`config.mk`:
```
export PLATFORM = sky130hd
export DESIGN_NAME = miss_delay_timer
export DESIGN_NICKNAME = d
export VERILOG_FILES = /design/src/rtl/miss_delay_timer.sv
export SDC_FILE = /design/constraint.sdc
export NUM_CORES = 1
export LEC_CHECK = 0
export CAP_MARGIN = 20
export CORE_AREA = 4 4 41 43
export CTS_CLUSTER_DIAMETER = 150
export DETAILED_ROUTE_END_ITERATION = 8
export DIE_AREA = 0 0 45 47
export GPL_TIMING_DRIVEN = 0
export PLACE_DENSITY_LB_ADDON = 0.12
export SLEW_MARGIN = 20
export SYNTH_ARGS = -nofsm -noshare
export SYNTH_HDL_FRONTEND = slang
export SYNTH_SLANG_ARGS = --single-unit
```
`constraint.sdc`:
```
create_clock -name clk -period 2.48 [get_ports clk]
set_clock_uncertainty 0.2 [all_clocks]
set_input_delay 0.496 -clock clk [delete_from_list [all_inputs] [get_ports clk]]
set_output_delay 0.496 -clock clk [all_outputs]
set_load 0.05 [all_outputs]
```
`src/rtl/miss_delay_timer.sv`:
```
// Stop-window timer for IC read misses: a sampled `delay` holds `stop` high for
// LATENCY unstalled cycles. Optional per-cycle trace under DELAYER_PRINT_EN.
module miss_delay_timer #(
  parameter int LATENCY = 9,
  parameter int CNT_W   = 8
) (
  input  logic clk,
  input  logic reset,
  input  logic stall,
  input  logic delay,
  output logic stop
);

  if (LATENCY < 0 || LATENCY > (2**CNT_W) - 1) begin : g_bad_latency
    $error("miss_delay_timer: LATENCY=%0d does not fit CNT_W=%0d", LATENCY, CNT_W);
  end

  localparam logic [CNT_W-1:0] LAT_C = CNT_W'(LATENCY);
  localparam logic [CNT_W-1:0] ONE_C = CNT_W'(1);

  logic [CNT_W-1:0] cnt_q, cnt_d;

  // Stall outranks everything, so `delay` is never looked at while frozen.
  always_comb begin
    cnt_d = cnt_q;
    if (!stall) begin
      if (cnt_q != '0)
        cnt_d = cnt_q - ONE_C;
      else if (delay)
        cnt_d = LAT_C;
    end
  end

  always_ff @(posedge clk or negedge reset) begin
    if (!reset) cnt_q <= '0;
    else        cnt_q <= cnt_d;
  end

  assign stop = (cnt_q != '0);

`ifdef DELAYER_PRINT_EN
  always @(posedge clk) begin
    if (reset)
      $display("%m: delay=%b stall=%b cnt=%0d stop=%b", delay, stall, cnt_q, stop);
  end
`endif

endmodule

```
==> summary.md <==
| Metric | Value |
|---|---|
| Minimum clock period | `2.23 ns` |
| Met3 wire length | `45 µm` |
| Vias in the first global route | `355` |
| Post-synth EDFFs | `0` |
| Top_reg_cell synth | `dfrtp_1` |
| Max frequency | `449 MHz` |
| Unrepaired setup endpoints after global routing | `no` |
| 1st-iter DRT viols | `7` |
| Max Cap Viol | `0` |
| Die W | `45 µm` |
| Complex-gate fraction of the synthesized area | `14.1%` |
| IO Port Bufs | `4` |
| Crit Path Class | `reg2out` |
| GR Overflow Total | `0` |
| Worst endpoint required time | `1.78 ns` |
| Pwr Total | `524 µW` |
| Critical path peak fanout | `4` |
| Clock Latency Late Sink | `0.25 ns` |
| CTS max path bufs | `2` |
| CTS clock-pin slew for the worst setup and hold paths | `0.05 ns` |
| Async SR Flop Fraction | `100%` |
| Adder-cell share of the synthesized area | `2.77%` |
| Initial DRT Pass Iterations | `4` |
| CP endpoint kind | `output port` |
| Crit path DAT | `1.53 ns` |
| Post-Syn Area | `452 µm²` |
| Hold WC Path Type | `in2async` |
| Antenna Violating Nets Remaining | `0` |
| Initial Util | `34.7%` |
| GPL Wtd Cong | `0.758` |
| Biggest regs | `cnt_q: 8 flops` |
| Status | `finished clean` |
| Top reg by flops | `cnt_q` |
| Slew Viols, Final | `0` |
| CTS tree | `yes` |
| CTS Buf Count | `3` |
| Met2 routed wirelength | `415 µm` |
| Ant. Diodes | `0` |
| Main combinational cell family by area after synthesis | `simple AND/OR/NAND/NOR gates` |
| Mapped Cells | `44` |
| Fraction of layout cells with a size suffix above 1 | `27.5%` |
| P per Cell Area | `992 mW/mm²` |
| Tot GR Track Use | `9.63%` |
| Max layer used | `met4` |
| Synth top area cells | `dfrtp_1 44%, mux2_2 7.5%, nor3_1 4.4%, nor2_1 4.2%, a21o_2 3.9%` |
| Slew Limit Headroom | `75.7%` |
| Leakage power | `0.000245 µW` |
| Via count | `353` |
| YS warnings | `0` |
| Fin. Hold Viols | `0` |
| Post-CTS setup buffer count | `0` |
| Max reg flops | `8` |
| Setup tns final | `0 ns` |
| WHS | `0.328 ns` |
| Via density per instance | `5.35` |
| Syn Area/Cell | `10.3 µm²` |
| Final setup violation count | `0` |
| Placed Cells | `63` |
| Area grow syn2layout | `16.9%` |
| Yosys reg bits | `8` |
| Die ar. | `0.00212 mm²` |
| Fin nets | `58` |
| Largest net degree at the start of global routing | `9` |
| Cell Rows | `13` |
| Wl on met1 | `334 µm` |
| First-pass GRT wire length | `1400 µm` |
| Synth top area share | `44.3%` |
| Post-synthesis simple-gate area fraction | `28.0%` |
| # IOs | `5` |
| CORE AREA | `0.00130 mm²` |
| Sequential area share after synthesis | `44.3%` |
| Root buf cell | `clkbuf_4` |
| Most numerous cell in the Yosys netlist | `dfrtp_1` |
| Layout fillers | `145` |
| Number of antenna violations at the first check in global routing | `0` |
| Most area-hungry cell type in the Yosys netlist | `dfrtp_1` |
| DR WL/cell | `12.2 µm` |
| Slew @ Worst Pin | `0.364 ns` |
| Peak VDD IR | `0.344 mV` |
| Crit share post-route | `89.9%` |
| Clk sinks | `8` |
| Post-Synth XOR/XNOR Area | `0%` |
| Final non-filler cell total | `66` |
| Total Routed Length | `805 µm` |
| Mux share of post-synthesis cell area | `7.48%` |
| Startpoint types | `flop` |
| Post-synth cell types | `24` |
| Leading cell types by count after synthesis | `8 x dfrtp_1, 5 x nor2_1, 4 x inv_1, 4 x nor3_1, 3 x mux2_2` |
| HPWL Detailed | `652 µm` |
| Post-Syn Nets | `49` |
| DRC Markers | `0` |
| Hold_buf cts | `0` |
| H-tree depth | `1` |
| Die H | `47 µm` |
==> critical path, cell delays in order, from the launching register on <==
cell and delay [ns]:
dfrtp_1 0.37, inv_1 0.08, ha_1 0.21, nor2b_2 0.22, nand4b_1 0.13, clkbuf_2 0.26
==> placed cells by master (no fill, tap or decap), drive strengths merged, types with 2 or more instances in the layout <==
cell type and n:
clkbuf 4, a21o 3, clkdlybuf4s50 3, nor3 5, inv 4, nor2 5
dfrtp 8, mux2 3, nand2b 2
==> logic make-up after synthesis <==
| kind of cell | after synthesis |
|---|---|
| buf+inv | 4 |
| mux | 3 |
| fa+ha+maj | 1 |
| compound gates | 9 |
| simple gates | 19 |
| flops | 8 |
==> final cells by class <==
class / count / area (µm²) / share of cell area (%)
tap: 15 / 18.8 / 3.55
multi-input combinational: 32 / 236 / 44.8
clock buffer: 3 / 22.5 / 4.27
timing repair buffer: 4 / 35.0 / 6.64
sequential: 8 / 200 / 37.9
inverter: 4 / 15.0 / 2.84
==> per-layer routing <==
metal	GRT usage (%)	vias to the layer above
li1	-	176
met1	9.05	169
met2	17.2	6
met3	5.75	2
met4	3.51	0
met5	0	-
==> metrics by stage <==
stage	instance area, µm²	setup WS, ns	util [%]
after floorplan	452	0.448	-
after global placement	510	0.0458	39.2
after detailed placement	510	0.0542	39.2
after CTS	532	0.0533	40.9
after global routing	528	0.137	40.6
final	528	0.251	40.6
==> timing repair <==
item / CTS / global route
gates resized for setup: 1 / 2
gates cloned: 0 / 0
endpoints found under the setup margin: 1 / 1
==> power breakdown <==
group,switching (µW),internal (µW)
sequential,60.1,184
clock,38.7,55.0
combinational,91.0,94.8
total,190,334
==> path summary, 6_finish.rpt <==
path                             to      from  slack, ns  cells past startpoint
min reg2reg                cnt_q[1]  cnt_q[1]       0.37                      2
max reg2reg                cnt_q[6]  cnt_q[0]       0.62                      6
max in group asynchronous  cnt_q[6]     reset       1.49                      1
max                            stop  cnt_q[0]       0.25                      5
min in group clk           cnt_q[1]  cnt_q[1]       0.37                      2
min                        cnt_q[0]     reset       0.33                      1
Power figures use the tool's default switching activity.
==> variant, RTL diff (same settings) <==
The parameter `CNT_W` goes from 8 to 7.
--- a/src/rtl/miss_delay_timer.sv
+++ b/src/rtl/miss_delay_timer.sv
@@ -2,7 +2,7 @@
 // LATENCY unstalled cycles. Optional per-cycle trace under DELAYER_PRINT_EN.
 module miss_delay_timer #(
   parameter int LATENCY = 9,
-  parameter int CNT_W   = 8
+  parameter int CNT_W   = 7
 ) (
   input  logic clk,
   input  logic reset,
Function: same outputs for any inputs over 10 cycles, from zero or initial values and one cycle with reset low; that may be too few to reach the edited logic, so the function may still have changed.
==> variant against the unedited design <==
- total power increased by 6.6%
- first-iteration DRC count decreased by 57%
- core utilization is 2.0 points lower
- area after synthesis is 8.9% lower
- design area decreased by 5.0%
- maximum frequency shrank 4.5%
- wire length grew 2.5%
- sequential cell count fell by 1
- setup slack got worse by 0.11 ns
- synthesized cell count down 9.1%
==> variant: results <==
metrics = {
    "detailed_routing": {
        "firstDrtPassIters": 4,
        "drt-initial-drc-count": 3,
        "wl_per_cell_um": 12.9,
        "via_per_inst": 5.39,
    },
    "worst_setup_path": {
        "arrival_ns": 1.64,
        "rr_startpoint": "cnt_q[0]",
        "rrSetupSlack_ns": 0.60,
        "rr_worst_depth": 5,
    },
    "global_route": {
        "first_global_vias": 329,
        "track_usage_pct": 9.21,
        "grt_max_degree": 8,
    },
    "placed_design": {
        "post-place-ws_ns": -0.207,
        "globalplace.congestion": 0.860,
        "dp_cells": 59,
    },
    "status": {
        "outcome": "completed",
    },
    "layout": {
        "drive_above_1_share_pct": 22.4,
        "finalNetCount": 56,
        "fillers": 133,
        "largest_reg_flops": 7,
        "diodes": 0,
        "biggestRegsByFlops": "cnt_q (7)",
        "stdcell_count": 64,
    },
    "yosys": {
        "yosys-top-cells-area": "dfrtp_1 (43%), ha_1 (6.1%), nor4b_4 (5.8%)",
        "synth_cell_type_count": 23,
        "synth_seq_area_share_pct": 42.6,
        "yosysTopAreaCellShare_pct": 42.6,
        "synthCells": 40,
        "synthTopCellsByCount": "dfrtp_1 (7), inv_1 (4), o21ai_0 (4)",
        "synth_nets": 46,
    },
    "power": {
        "power.ir.vdd_worst_v": 0.000439,
        "p_leak_nw": 0.207,
    },
    "sta": {
        "max_slew_margin_pct": 63.6,
    },
}
variant: cell types whose count changed in the layout (fill, tap and decap cells not counted), moves of 2 or more:
cell     before  now
nor2_1        5    3
mux2_2        3    1
a21o_2        2    0
o21ai_0       1    4
nor3_1        4    2
variant: cells by family (layout without fill, tap and decap cells):
kind of cell    count (synthesis)  after routing  synth area share (%)
compound gates                 11             11                  18.2
simple gates                   14             14                  24.3
buf+inv                         4             13                  3.65
flops                           7              7                  42.6
mux                             2              2                  5.17
fa+ha+maj                       2              2                  6.08
variant: worst max path at each step:
stage                         from  endpoint  slack, ns
after floorplan           cnt_q[0]      stop       0.51
after global placement    cnt_q[0]      stop      -0.21
after detailed placement  cnt_q[0]      stop      -0.21
after CTS                 cnt_q[0]      stop       0.06
after global routing      cnt_q[0]      stop       0.07
final                     cnt_q[0]      stop       0.15
variant: cell type report:
type	instances	area, sq um	area share [%]
inverter	4	15.0	2.99
timing repair buffer	5	42.5	8.48
multi-input combinational	29	224	44.6
sequential	7	175	34.9
tap	15	18.8	3.74
clock buffer	4	26.3	5.24
variant: critical path: stages (launching register included):
cell     delay, ns
dfrtp_1       0.40
inv_1         0.11
ha_1          0.19
nor4b_4       0.23
and2_4        0.21
inv_1         0.05
buf_2         0.20
variant: timing repair:
item                                    CTS  global route
setup buffers                             0             1
endpoints found under the setup margin    1             1
resized for setup                         6             0
hold endpoints to repair                  0             0
variant: per-stage QoR:
step	area, sq um	power (mW)	util, %	TNS, ns
final	502	0.558	38.6	0
after global routing	502	0.607	38.6	0
after CTS	494	0.556	38.0	0
after detailed placement	470	0.449	36.2	-0.207
after global placement	470	0.438	36.2	-0.209
after floorplan	412	0.390	-	0
variant: report_power, final:
part           internal [mW]  leakage, nW  switching [mW]
registers              0.167       0.0856          0.0708
clock network         0.0616       0.0150          0.0450
logic                  0.113        0.106           0.101
total                  0.342        0.207           0.217
variant: routing by layer:
layer	wire length [um]	GRT usage, %	up-vias
li1	-	-	165
met1	357	9.93	167
met2	396	15.8	11
met3	59	5.36	2
met4	12	1.75	0
met5	0	0	-
